===== src/rtl/dual_port_mem_arbiter_if.sv =====
// Bundle of the instruction, data and backend memory ports
// around the single-port memory arbiter.
interface dual_port_mem_arbiter_if;
   logic        imem_read;
   logic [31:0] imem_address;
   logic        imem_resp;
   logic [31:0] imem_rdata;

   logic        dmem_read;
   logic        dmem_write;
   logic [3:0]  dmem_byte_enable;
   logic [31:0] dmem_address;
   logic [31:0] dmem_wdata;
   logic        dmem_resp;
   logic [31:0] dmem_rdata;

   logic        mem_read;
   logic        mem_write;
   logic [3:0]  mem_byte_enable;
   logic [31:0] mem_address;
   logic [31:0] mem_wdata;
   logic        mem_resp;
   logic [31:0] mem_rdata;

   modport slave (
      input  imem_read, imem_address,
      output imem_resp, imem_rdata,
      input  dmem_read, dmem_write, dmem_byte_enable,
      input  dmem_address, dmem_wdata,
      output dmem_resp, dmem_rdata,
      output mem_read, mem_write, mem_byte_enable,
      output mem_address, mem_wdata,
      input  mem_resp, mem_rdata
   );

   modport master (
      output imem_read, imem_address,
      input  imem_resp, imem_rdata,
      output dmem_read, dmem_write, dmem_byte_enable,
      output dmem_address, dmem_wdata,
      input  dmem_resp, dmem_rdata,
      input  mem_read, mem_write, mem_byte_enable,
      input  mem_address, mem_wdata,
      output mem_resp, mem_rdata
   );
endinterface


===== src/rtl/dual_port_mem_arbiter.sv =====
// Shares one word memory port between instruction and data ports.
// Data has priority; a starvation counter forces periodic fetches.
module dual_port_mem_arbiter #(
   parameter int unsigned STARVE_LIMIT = 4
) (
   input logic                     clk,
   input logic                     rst_n,
   dual_port_mem_arbiter_if.slave  bus
);

   localparam logic [3:0] LIMIT = 4'(STARVE_LIMIT);

   typedef enum logic [1:0] {
      IDLE,
      SERVE_I,
      SERVE_D
   } state_t;

   state_t      state;
   logic [3:0]  starve_cnt;
   logic        mem_read;
   logic        mem_write;
   logic [3:0]  mem_byte_enable;
   logic [31:0] mem_address;
   logic [31:0] mem_wdata;

   logic i_req;
   logic d_req;
   logic grant_d;
   logic grant_i;

   always_comb begin
      i_req   = bus.imem_read;
      d_req   = bus.dmem_read | bus.dmem_write;
      grant_d = d_req && (!i_req || starve_cnt != LIMIT);
      grant_i = i_req && !grant_d;
   end

   always_ff @(posedge clk or negedge rst_n) begin
      if (!rst_n) begin
         state           <= IDLE;
         starve_cnt      <= '0;
         mem_read        <= 1'b0;
         mem_write       <= 1'b0;
         mem_byte_enable <= '0;
         mem_address     <= '0;
         mem_wdata       <= '0;
      end else begin
         unique case (state)
            IDLE: begin
               unique case (1'b1)
                  grant_d: begin
                     // read+write together is resolved as a write
                     mem_read        <= bus.dmem_read & ~bus.dmem_write;
                     mem_write       <= bus.dmem_write;
                     mem_byte_enable <= bus.dmem_write ?
                                        bus.dmem_byte_enable : 4'hF;
                     mem_address     <= bus.dmem_address;
                     mem_wdata       <= bus.dmem_wdata;
                     state           <= SERVE_D;
                     if (i_req) begin
                        if (starve_cnt != LIMIT)
                           starve_cnt <= starve_cnt + 4'd1;
                     end else begin
                        starve_cnt <= '0;
                     end
                  end
                  grant_i: begin
                     mem_read        <= 1'b1;
                     mem_write       <= 1'b0;
                     mem_byte_enable <= 4'hF;
                     mem_address     <= bus.imem_address;
                     mem_wdata       <= '0;
                     state           <= SERVE_I;
                     starve_cnt      <= '0;
                  end
                  default: begin
                     starve_cnt <= '0;
                  end
               endcase
            end
            SERVE_I, SERVE_D: begin
               if (bus.mem_resp) begin
                  mem_read  <= 1'b0;
                  mem_write <= 1'b0;
                  state     <= IDLE;
               end
            end
            default: begin
               state <= IDLE;
            end
         endcase
      end
   end

   // responses are only forwarded while serving, so a trailing
   // backend resp seen in IDLE is dropped
   always_comb begin
      bus.imem_resp  = (state == SERVE_I) && bus.mem_resp;
      bus.dmem_resp  = (state == SERVE_D) && bus.mem_resp;
      bus.imem_rdata = bus.imem_resp ? bus.mem_rdata : '0;
      bus.dmem_rdata = bus.dmem_resp ? bus.mem_rdata : '0;
   end

   assign bus.mem_read        = mem_read;
   assign bus.mem_write       = mem_write;
   assign bus.mem_byte_enable = mem_byte_enable;
   assign bus.mem_address     = mem_address;
   assign bus.mem_wdata       = mem_wdata;

endmodule


===== src/flat_wrapper.sv =====
// flat-port wrapper written by rule: the top's interface ports become plain ports
module dual_port_mem_arbiter_flat 
#(
   parameter int unsigned STARVE_LIMIT = 4
)
  (clk, rst_n, bus_imem_read, bus_imem_address, bus_imem_resp, bus_imem_rdata, bus_dmem_read, bus_dmem_write, bus_dmem_byte_enable, bus_dmem_address, bus_dmem_wdata, bus_dmem_resp, bus_dmem_rdata, bus_mem_read, bus_mem_write, bus_mem_byte_enable, bus_mem_address, bus_mem_wdata, bus_mem_resp, bus_mem_rdata);
  dual_port_mem_arbiter_if bus_i ();
  input logic clk;
  input logic rst_n;
  input wire logic [$bits(bus_i.imem_read)-1:0] bus_imem_read;
  input wire logic [$bits(bus_i.imem_address)-1:0] bus_imem_address;
  output wire logic [$bits(bus_i.imem_resp)-1:0] bus_imem_resp;
  output wire logic [$bits(bus_i.imem_rdata)-1:0] bus_imem_rdata;
  input wire logic [$bits(bus_i.dmem_read)-1:0] bus_dmem_read;
  input wire logic [$bits(bus_i.dmem_write)-1:0] bus_dmem_write;
  input wire logic [$bits(bus_i.dmem_byte_enable)-1:0] bus_dmem_byte_enable;
  input wire logic [$bits(bus_i.dmem_address)-1:0] bus_dmem_address;
  input wire logic [$bits(bus_i.dmem_wdata)-1:0] bus_dmem_wdata;
  output wire logic [$bits(bus_i.dmem_resp)-1:0] bus_dmem_resp;
  output wire logic [$bits(bus_i.dmem_rdata)-1:0] bus_dmem_rdata;
  output wire logic [$bits(bus_i.mem_read)-1:0] bus_mem_read;
  output wire logic [$bits(bus_i.mem_write)-1:0] bus_mem_write;
  output wire logic [$bits(bus_i.mem_byte_enable)-1:0] bus_mem_byte_enable;
  output wire logic [$bits(bus_i.mem_address)-1:0] bus_mem_address;
  output wire logic [$bits(bus_i.mem_wdata)-1:0] bus_mem_wdata;
  input wire logic [$bits(bus_i.mem_resp)-1:0] bus_mem_resp;
  input wire logic [$bits(bus_i.mem_rdata)-1:0] bus_mem_rdata;
  assign bus_i.imem_read = bus_imem_read;
  assign bus_i.imem_address = bus_imem_address;
  assign bus_imem_resp = bus_i.imem_resp;
  assign bus_imem_rdata = bus_i.imem_rdata;
  assign bus_i.dmem_read = bus_dmem_read;
  assign bus_i.dmem_write = bus_dmem_write;
  assign bus_i.dmem_byte_enable = bus_dmem_byte_enable;
  assign bus_i.dmem_address = bus_dmem_address;
  assign bus_i.dmem_wdata = bus_dmem_wdata;
  assign bus_dmem_resp = bus_i.dmem_resp;
  assign bus_dmem_rdata = bus_i.dmem_rdata;
  assign bus_mem_read = bus_i.mem_read;
  assign bus_mem_write = bus_i.mem_write;
  assign bus_mem_byte_enable = bus_i.mem_byte_enable;
  assign bus_mem_address = bus_i.mem_address;
  assign bus_mem_wdata = bus_i.mem_wdata;
  assign bus_i.mem_resp = bus_mem_resp;
  assign bus_i.mem_rdata = bus_mem_rdata;
  dual_port_mem_arbiter #(.STARVE_LIMIT(STARVE_LIMIT)) u_core (.clk(clk), .rst_n(rst_n), .bus(bus_i));
endmodule

===== config.mk =====
export PLATFORM = sky130hd
export DESIGN_NAME = dual_port_mem_arbiter_flat
export DESIGN_NICKNAME = d
export VERILOG_FILES = /design/src/rtl/dual_port_mem_arbiter_if.sv /design/src/rtl/dual_port_mem_arbiter.sv /design/src/flat_wrapper.sv
export SDC_FILE = /design/constraint.sdc
export NUM_CORES = 1
export LEC_CHECK = 0
export CORE_AREA = 2 2 107 109
export DETAILED_ROUTE_END_ITERATION = 12
export DIE_AREA = 0 0 109 111
export PLACE_DENSITY_LB_ADDON = 0.12
export SETUP_SLACK_MARGIN = 0.1
export SYNTH_ARGS = -nofsm -noshare
export SYNTH_HDL_FRONTEND = slang
export SYNTH_SLANG_ARGS = --single-unit

===== constraint.sdc =====
create_clock -name clk -period 5.25 [get_ports clk]
set_input_delay 0.525 -clock clk [delete_from_list [all_inputs] [get_ports clk]]
set_output_delay 0.525 -clock clk [all_outputs]
set_load 0.005 [all_outputs]

; After elaboration in Yosys (flattened, before gate mapping)
; Cells that the tools add are included.
[totals]
ff_bits = 76
[classes]
eq_ne = 6
muxes = 17
addsub = 1
n_reduce_logical = 15
bitwise_logic = 3
[op_table]
columns = op, n
row1 = one-hot mux 32 bit (2 select lines), 2
row2 = 2-to-1 mux 32 bit, 2
row3 = 2-to-1 mux 4 bit, 4
row4 = one-hot mux 1 bit (2 select lines), 4
row5 = one-hot mux 2 bit (2 select lines), 2
row6 = one-hot mux 4 bit (2 select lines), 1
row7 = AND reduction 2 bit, 3
row8 = "adder 4 x 1 -> 4 bit, second input constant", 1
row9 = logical AND 1 bit, 4
row10 = "inequality test 4 x 3 -> 1 bit, second input constant", 1
row11 = nonzero test 2 bit, 2
row12 = "inequality test 3 x 1 -> 1 bit, second input constant", 1
row13 = "inequality test 3 bit, second input constant", 1
row14 = AND reduction 3 bit, 1
row15 = "== test 2 x 1 -> 1 bit, second input constant", 1
row16 = "== test 2 bit, second input constant", 1
row17 = zero test 1 bit, 2
row18 = zero test 2 bit, 1
row19 = 2-to-1 mux 2 bit, 1
row20 = "inequality test 2 bit, second input constant", 1
row21 = OR reduction 2 bit, 1
row22 = bitwise AND 1 bit, 1
row23 = logical OR 1 bit, 1
row24 = 2-to-1 mux 1 bit, 1
row25 = other kinds (2), 2

; Logic depth before layout (Yosys ltp)
; Gate-level depths: netlist (run 1).
[depth]
word_depth = 7
depth_mapped = 8
mapped_depth_nobuf = 5

; Worst setup path after synthesis (run 1)
; OpenSTA, ideal clock, no wires.
[synth_path]
path_kind = input -> register
start = input bus_imem_read
end = register u_core.mem_wdata[10], in the netlist u_core.bus.mem_wdata[10]
stages = 7
required_time_ns = 5.129
t_arrival_ns = 1.689
path_slack_ns = 3.440
setup_time_ns = 0.121
cell_sequence = buf_2 or3b_1 buf_2 and3_4 buf_6 buf_6 a22o_1
[synth_via]
elab_chain_cells = 7
word_cells_on_any_way = 8
classes_between = mux: 1 / reduce/logical: 7
[synth_lines]
columns = item, line_no
row1 = start: declaration, flat_wrapper.sv:10  ; input wire logic [$bits(bus_i.imem_read)-1:0] bus_imem_read;
row2 = zero test 1 bit, dual_port_mem_arbiter.sv:35  ; grant_d = d_req && (!i_req || starve_cnt != LIMIT);
row3 = logical OR 1 bit, dual_port_mem_arbiter.sv:35
row4 = logical AND 1 bit, dual_port_mem_arbiter.sv:35
row5 = zero test 1 bit, dual_port_mem_arbiter.sv:36  ; grant_i = i_req && !grant_d;
row6 = logical AND 1 bit, dual_port_mem_arbiter.sv:36
row7 = nonzero test 2 bit (no source line), -
row8 = AND reduction 2 bit (no source line), -
row9 = end signal: assignment, dual_port_mem_arbiter.sv:59  ; mem_wdata <= bus.dmem_wdata;
row10 = end: declaration, dual_port_mem_arbiter.sv:25  ; logic [31:0] mem_wdata;
; Several ways; a longest one is shown, not always the timed one.
; A chain may end at the register's enable or synchronous reset.

; Worst setup path in the final report (run 1)
[layout_path]
start = register u_core.state[0]
end = output bus_dmem_rdata[14]
[layout_via]
elab_chain_cells = 3
[layout_lines]
columns = item, line_no
row1 = start: declaration, dual_port_mem_arbiter.sv:19  ; state_t state;
row2 = start signal: assignment, dual_port_mem_arbiter.sv:41  ; state <= IDLE;
row3 = start signal: assignment, dual_port_mem_arbiter.sv:60  ; state <= SERVE_D;
row4 = start signal: assignment, dual_port_mem_arbiter.sv:74  ; state <= SERVE_I;
row5 = == test 2 bit, dual_port_mem_arbiter.sv:100  ; bus.dmem_resp = (state == SERVE_D) && bus.mem_resp;
row6 = logical AND 1 bit, dual_port_mem_arbiter.sv:100
row7 = 2-to-1 mux 32 bit, dual_port_mem_arbiter.sv:102  ; bus.dmem_rdata = bus.dmem_resp ? bus.mem_rdata : '0;
row8 = end: declaration, flat_wrapper.sv:20  ; output wire logic [$bits(bus_i.dmem_rdata)-1:0] bus_dmem_rdata;
; No other way between the ends.

==> flow_summary.ini, run 1 <==
[critical_path]
worstReg2RegStart = u_core.starve_cnt[1]
rrSetupSlack_ns = 2.97
criticalPathCategory = reg2out
rr_worst_depth = 6
crit_path_start = u_core.state[0]
setup.worst_path.end_class = primary output
cp-start-kind = flop
cp.required_ns = 4.72
critPathMaxFanout = 33
cp.arrival_ns = 2.48
timing.rr.end = u_core.bus.mem_write

[sta]
finClkSkew_ns = 0.00821
period_needed_ns = 3.00
slew_viol_final = 0
worstMarginPinSlew_ns = 1.30
fmax_mhz = 333
finalSetupViolCount = 0
final.period_utilization = 0.572
rsz0062_at_grt = no
hold_viol = 0
max-slew-margin-rel = 0.136
fin_tns_setup_ns = 0

[drt]
via_per_inst = 5.36
drt_iter0_drc = 291
wl_mm = 14.4
first_pass_iters = 4
ant_nets = 0
num_vias = 4285
post_drt_wl_per_cell_um = 18.1
drc = 0

[global_route]
grt_max_degree = 77
antenna_found_initial = 0
overflow = 0
grt_pass1_vias = 4238
grt_usage = 0.232
grt_pass1_wl_mm = 22.1

[run_status]
status = completed

[floorplan]
initial_utilization = 0.358
dieArea_um2 = 12100
ios = 274
die_h_um = 111
die_x_um = 109
core_area_um2 = 11100
rows = 39

[synthesis]
ys_seq_area_frac = 0.479
synthArstFlopShare = 1.00
yosys.area.top_type = dfrtp_1
synth.area.top_cells = dfrtp_1 48%, and3_1 10%, a22o_1 7.3%
yosysMostFrequentCell = dfrtp_1
syn_nets = 555
synth_top_area_frac = 0.479
synthFlopType = dfrtp_1
synth-edff-count = 0
syn_avg_cell_area_um2 = 9.68
ys_top_cells_by_count = 76 x dfrtp_1, 64 x and3_1, 41 x nor2_1
synthesis.instances = 410
ys_seq_elements = 76
synthesis.area_um2 = 3970
yosys_warnings = 0
ys_types = 38

[placement]
post-dp-hpwl_mm = 10.4
place.gp.congestion = 0.786
dp_cells = 784
io_buffers = 273

[cts]
insertion_delay_ns = 0.34
cts_tree = built
clockBufferDepth = 2
cts_setup_buffers = 0
cts_hold_buf = 0
clk_pin_slew_ns = 0.06
cts.sinks = 76
cts.repair.resized = 0
cts_made_buffers = 9
h-tree-depth = 3
cts_root_buffer = clkbuf_16

[final_layout]
drive_above_1_share = 0.0427
nets = 797
diodes = 0
fin_cells = 799
area_growth_pct = 75.9

[power_and_ir_drop]
pwr-share-seq = 0.313
cellLeakagePower_nw = 3.00
p_int_mw = 2.15
sw_frac_of_total = 0.341
peakVddDrop_mv = 0.231
pwr-share-clk = 0.173
power_density_nw_per_um2 = 469
power_frac_comb = 0.514
p_sw_mw = 1.12

[hold_path]
min_path_type = in2async

[job]
maxCapViolCount = 0
-- state kept, by name (all words and copies together), names as in the netlist --
signal                      flops
u_core.bus.mem_address         32
u_core.bus.mem_wdata           32
u_core.bus.mem_byte_enable      4
u_core.starve_cnt               4
u_core.state                    2
u_core.bus.mem_read             1
u_core.bus.mem_write            1
-- worst max-delay path, cell delays in order, from the launching register on --
cell and delay [ns]:
dfrtp_1 0.41, inv_1 0.13, ha_1 0.80, and3_1 0.26
clkdlybuf4s50_1 0.54
-- cell families after synthesis --
group	after synthesis	share of synthesized area
fa+ha+maj	7	0.0221
flops	76	0.479
simple gates	155	0.211
mux	2	0.00536
compound gates	117	0.221
buf+inv	53	0.0615
-- routing by layer --
metal / vias up / global-route usage / part of all wire
li1: 2029 / - / -
met1: 2047 / 0.280 / 0.39
met2: 181 / 0.383 / 0.49
met3: 28 / 0.0723 / 0.095
met4: 0 / 0.0872 / 0.024
met5: - / 0 / 0
-- layout make-up --
cell class	count	area, um2
clock buffers	9	225
clock inverters	6	42.5
fillers	941	4100
inverters	4	15.0
multi-input cells	281	1830
flip-flops and latches	76	1900
well taps	143	179
repair buffers	280	2780
-- power by group through the flow --
stage | combinational (mW) | clock [mW] | sequential (mW)
after floorplan | 0.755 | 0 | 1.04
after global placement | 1.65 | 0 | 1.03
after detailed placement | 1.69 | 0 | 1.03
after CTS | 1.70 | 0.576 | 1.03
after global routing | 1.83 | 0.604 | 1.06
final | 1.68 | 0.565 | 1.02
-- layout by cell type, fill, tap and decap left out, types with 2 or more instances in the layout --
cell               n
ha_1               7
nand3_1           34
a21oi_1            2
dfrtp_1           76
o211ai_1          32
nor2_1            41
clkinvlp_4         2
and2_1             2
a31oi_1           37
and3_1            64
clkinv_4           2
o21ai_0            3
clkinv_2           2
a22o_1            33
clkbuf_16          9
buf_4              8
nand2b_1           4
inv_1              4
o32ai_1            2
clkdlybuf4s50_1  272
-- worst max-delay path by stage --
stage               cells after the start                       end
detailed placement                      4   u_core.bus.mem_wdata[7]
global placement                        4  u_core.bus.mem_wdata[24]
finish                                  4        bus_dmem_rdata[14]
CTS                                     4         bus_imem_rdata[1]
global route                            4  u_core.bus.mem_wdata[18]
floorplan                               7  u_core.bus.mem_wdata[10]
-- through the flow --
stage	hold WS, ns	utilization	instance area (um2)	total power [mW]	setup WS [ns]
5_1_grt	0.442	0.630	6980	3.49	2.10
2_1_floorplan	0.229	-	3970	1.80	3.44
6_report	0.352	0.630	6980	3.27	2.25
3_5_place_dp	0.486	0.606	6710	2.72	1.95
4_1_cts	0.402	0.630	6980	3.30	2.24
3_3_place_gp	0.486	0.606	6710	2.68	2.02
Power figures use the tool's default switching activity.
==> inputs of run 2 (changes only) <==
--- a/config.mk
+++ b/config.mk
@@ -5,9 +5,9 @@
 export SDC_FILE = /design/constraint.sdc
 export NUM_CORES = 1
 export LEC_CHECK = 0
-export CORE_AREA = 2 2 107 109
+export CORE_MARGIN = 1.5
+export CORE_UTILIZATION = 36
 export DETAILED_ROUTE_END_ITERATION = 12
-export DIE_AREA = 0 0 109 111
 export PLACE_DENSITY_LB_ADDON = 0.12
 export SETUP_SLACK_MARGIN = 0.1
 export SYNTH_ARGS = -nofsm -noshare
==> constraint.sdc (replaced) <==
create_clock -name clk -period 2.79 [get_ports clk]
set_input_delay 0.279 -clock clk [delete_from_list [all_inputs] [get_ports clk]]
set_output_delay 0.279 -clock clk [all_outputs]
set_load 0.005 [all_outputs]
==> run 2 against run 1 <==
Compared with the run above: non-clock buffer count grew 10; design area grew 1.1%; clock-buffer cell count is the same; critical path type unchanged; largest cell class unchanged.
==> flow_summary.ini, run 2 (same netlist as run 1, synthesis figures left out) <==
[power_and_ir_drop]
finalPower_mw = 6.25
pwr-share-clk = 0.179
pwr-share-seq = 0.306
p_sw_mw = 2.07
sw_frac_of_total = 0.331
power_frac_comb = 0.514
p_int_mw = 4.18
power_density_nw_per_um2 = 887
peakVddDrop_mv = 0.527
cellLeakagePower_nw = 3.05

[cts]
insertion_delay_ns = 0.35
cts.sinks = 76
cts_made_buffers = 9
cts_hold_buf = 0
cts_tree = built
cts_setup_buffers = 0
cts.repair.resized = 0
h-tree-depth = 3
clk_pin_slew_ns = 0.09
clockBufferDepth = 2
cts_root_buffer = clkbuf_8

[floorplan]
initial_utilization = 0.368
core_area_um2 = 10800
die_x_um = 108
die_h_um = 108
ios = 274
dieArea_um2 = 11700
rows = 38

[placement]
place.gp.congestion = 0.831
io_buffers = 273
dp_cells = 791
post-dp-hpwl_mm = 10.1
dp_slack_ns = 0.595
dpl_cell_area_um2 = 6780

[final_layout]
mostFrequentLayoutCell = clkdlybuf4s50_1
nets = 807
diodes = 0
utilization = 0.653
final_cell_mix = 272 x clkdlybuf4s50_1, 76 x dfrtp_1, 64 x and3_1, 41 x nor2_1, 37 x a31oi_1
drive_above_1_share = 0.0585
reg_top3 = u_core.bus.mem_address (32), u_core.bus.mem_wdata (32)
area_growth_pct = 77.7
fin_cells = 807
fillers = 912
final_area_um2 = 7050

[sta]
period_needed_ns = 2.40
fin_ws_ns = 0.387
fin_tns_setup_ns = 0
holdWs_ns = 0.0540
worstMarginPinSlew_ns = 0.943
max-slew-margin-rel = 0.371
hold_viol = 0
finClkSkew_ns = 0.0156
finalSetupViolCount = 0
rsz0062_at_grt = no
fmax_mhz = 416
slew_viol_final = 0
final.period_utilization = 0.861

[critical_path]
setup.worst_path.end_class = primary output
cp.arrival_ns = 2.12
cp.required_ns = 2.51
rrSetupSlack_ns = 0.70
rr_worst_depth = 7
cp-start-kind = flop
critPathMaxFanout = 33
criticalPathCategory = reg2out
timing.rr.end = u_core.bus.mem_address[16]
worstReg2RegStart = u_core.starve_cnt[1]

[drt]
via_per_inst = 5.36
post_drt_wl_per_cell_um = 17.6
first_pass_iters = 4
drc = 0
drt_iter0_drc = 280
ant_nets = 0
num_vias = 4328
wl_mm = 14.2

[hold_path]
min_path_type = in2async

[global_route]
grt_usage = 0.235
antenna_found_initial = 0
overflow = 0
grt_pass1_wl_mm = 21.6
grt_max_degree = 77
grt_pass1_vias = 4245

[job]
maxCapViolCount = 0

[run_status]
status = completed
## run 2: cell types whose count changed in the layout (fill, tap and decap cells not counted)
cell | before | now
buf_4 | 8 | 18
clkbuf_16 | 9 | 0
clkbuf_8 | 0 | 9
bufinv_16 | 0 | 4
clkinv_2 | 2 | 0
clkinvlp_4 | 2 | 0
inv_6 | 0 | 1
## run 2: final cells by class
class                   instances  area, um2  area share
multi-input cells             281       1830       0.260
clock buffers                   9        124      0.0176
inverters                       4       15.0     0.00213
well taps                     140        175      0.0248
flip-flops and latches         76       1900       0.270
clock inverters                 7        146      0.0208
repair buffers                290       2860       0.405
## run 2: metal layers
metal | routed length [um] | share of wire | vias to the layer above | GRT usage
li1 | - | - | 2043 | -
met5 | 0 | 0 | - | 0
met3 | 1130 | 0.080 | 17 | 0.0549
met4 | 215 | 0.015 | 0 | 0.0620
met2 | 7150 | 0.50 | 188 | 0.417
met1 | 5670 | 0.40 | 2080 | 0.287
## run 2: how the worst max path moves through the flow
stage | from | endpoint | slack (ns) | depth (start not counted)
after floorplan | u_core.state[1] | u_core.bus.mem_address[0] | 1.05 | 7
after global placement | bus_mem_resp | bus_dmem_rdata[13] | 0.60 | 4
after detailed placement | bus_imem_read | u_core.bus.mem_wdata[4] | 0.59 | 5
after CTS | u_core.state[1] | bus_imem_rdata[8] | 0.41 | 5
after global routing | u_core.state[1] | bus_imem_rdata[13] | 0.29 | 5
final | u_core.state[1] | bus_imem_rdata[13] | 0.39 | 5
## run 2: worst max-delay path, cell delays in order, from the launching register on
cell,delay [ns]
dfrtp_1,0.43
inv_1,0.15
ha_1,0.18
buf_4,0.27
and3_1,0.20
clkdlybuf4s50_1,0.54
## run 2: power groups by stage
stage                     clock (mW)  sequential (mW)  combinational (mW)
final                           1.12             1.92                3.22
after global routing            1.19             1.98                3.51
after CTS                       1.14             1.91                3.25
after detailed placement           0             1.93                3.23
after global placement             0             1.90                3.18
after floorplan                    0             1.96                1.42
==> inputs of run 3 (changes only) <==
--- a/config.mk
+++ b/config.mk
@@ -5,6 +5,7 @@
 export SDC_FILE = /design/constraint.sdc
 export NUM_CORES = 1
 export LEC_CHECK = 0
+export CAP_MARGIN = 25
 export CORE_MARGIN = 1.5
 export CORE_UTILIZATION = 36
 export DETAILED_ROUTE_END_ITERATION = 12
==> run 3 against run 2 <==
Compared with the run above: register-to-register slack barely moved; critical path depth unchanged; core utilization grew 0.35 points; sequential share of layout area shrank 0.14 points; clock-buffer cell count stayed put; non-clock buffer count rose by 2; clock power barely moved; sequential cell count is the same; largest power group unchanged; first-iteration DRC count rose by 16%; clock skew increased by 0.00064 ns; worst setup slack worse by 0.0057 ns; die area did not move.
==> flow_summary.ini, run 3 (same netlist as run 1, synthesis figures left out) <==
[run_status]
status = completed

[power_and_ir_drop]
peakVddDrop_mv = 0.527
p_int_mw = 4.19
pwr-share-seq = 0.306
p_sw_mw = 2.08
power_density_nw_per_um2 = 884
finalPower_mw = 6.27
sw_frac_of_total = 0.332
cellLeakagePower_nw = 3.07
power_frac_comb = 0.514
pwr-share-clk = 0.180

[final_layout]
final_cell_mix = 272 x clkdlybuf4s50_1, 76 x dfrtp_1, 64 x and3_1, 41 x nor2_1, 37 x a31oi_1
drive_above_1_share = 0.0598
nets = 809
utilization = 0.657
mostFrequentLayoutCell = clkdlybuf4s50_1
fin_cells = 809
final_area_um2 = 7090
diodes = 0
reg_top3 = u_core.bus.mem_address (32), u_core.bus.mem_wdata (32)
area_growth_pct = 78.7

[floorplan]
core_area_um2 = 10800
ios = 274
dieArea_um2 = 11700
initial_utilization = 0.368
die_h_um = 108
rows = 38
die_x_um = 108

[hold_path]
min_path_type = in2async

[drt]
ant_nets = 0
via_per_inst = 5.36
post_drt_wl_per_cell_um = 17.6
drc = 0
drt_iter0_drc = 324
first_pass_iters = 4
num_vias = 4339
wl_mm = 14.3

[cts]
cts.sinks = 76
cts_root_buffer = clkbuf_8
clk_pin_slew_ns = 0.09
insertion_delay_ns = 0.35
cts_made_buffers = 9
clockBufferDepth = 2
h-tree-depth = 3
cts_tree = built

[critical_path]
setup.worst_path.end_class = primary output
criticalPathCategory = reg2out
cp-start-kind = flop
cp_slowest_cell = clkdlybuf4s50_1
cpPeakStageDelay_ns = 0.54
crit_chain = inv_1 > ha_1 > buf_4 > and3_1 > clkdlybuf4s50_1
rr_worst_depth = 7
rrSetupSlack_ns = 0.71
cp.arrival_ns = 2.13
cp.required_ns = 2.51
critPathMaxFanout = 33

[sta]
final.period_utilization = 0.863
period_needed_ns = 2.41
worstMarginPinSlew_ns = 0.678
slew_viol_final = 0
fin_tns_setup_ns = 0
fmax_mhz = 415
hold_viol = 0
max-slew-margin-rel = 0.543
rsz0062_at_grt = no
finClkSkew_ns = 0.0162
finalSetupViolCount = 0

[placement]
place.gp.congestion = 0.831
dpl_cell_area_um2 = 6780
dp_cells = 791
post-dp-hpwl_mm = 10.1
io_buffers = 273

[job]
maxCapViolCount = 0

[global_route]
grt_pass1_wl_mm = 21.6
overflow = 0
grt_pass1_vias = 4245
antenna_found_initial = 0
grt_max_degree = 77
grt_usage = 0.235
## run 3: final cells by class
class	count	area (um2)
Sequential cell	76	1900
Timing Repair Buffer	292	2900
Multi-Input combinational cell	281	1830
Clock inverter	7	146
Tap cell	140	175
Fill cell	904	3700
Clock buffer	9	124
Inverter	4	15.0
## run 3: power by group through the flow
| stage | registers (mW) | clock network [mW] | logic (mW) |
|---|---|---|---|
| floorplan | 1.96 | 0 | 1.42 |
| global placement | 1.90 | 0 | 3.18 |
| detailed placement | 1.93 | 0 | 3.23 |
| CTS | 1.91 | 1.14 | 3.25 |
| global route | 1.98 | 1.19 | 3.51 |
| finish | 1.92 | 1.13 | 3.22 |
## run 3: per-stage QoR
| stage | worst slack, ns | hold slack [ns] |
|---|---|---|
| final | 0.381 | 0.368 |
| after CTS | 0.412 | 0.114 |
| after detailed placement | 0.595 | 0.490 |
| after global routing | 0.288 | 0.397 |
| after global placement | 0.603 | 0.487 |
| after floorplan | 1.05 | -0.0166 |
## run 3: worst paths after layout
kind,from,endpoint
max,u_core.state[1],bus_imem_rdata[13]
max in group asynchronous,rst_n,u_core.bus.mem_byte_enable[0]
min,rst_n,u_core.bus.mem_wdata[21]
min reg2reg,u_core.bus.mem_write,u_core.bus.mem_write
min in group clk,bus_dmem_address[23],u_core.bus.mem_address[23]
max reg2reg,u_core.starve_cnt[1],u_core.bus.mem_address[16]
## run 3: critical path, delay by kind of cell, from the launching register on
family | cells | cell delay (ns)
buf+inv | 3 | 0.96
flops | 1 | 0.44
simple gates | 1 | 0.20
fa+ha+maj | 1 | 0.18
## run 3: timing repair
item                                    in CTS  in global routing
hold buffers                                 0                  1
endpoints found under the setup margin       0                  0
gates resized for setup                      0                  0
buffers inserted                             0                  0
hold endpoints to repair                     0                 24
## run 3: per-layer routing
metal / part of all wire / wire length, um / GRT usage
met3: 0.075 / 1070 / 0.0549
met2: 0.51 / 7250 / 0.417
met4: 0.015 / 221 / 0.0620
met5: 0 / 0 / 0
met1: 0.40 / 5740 / 0.287
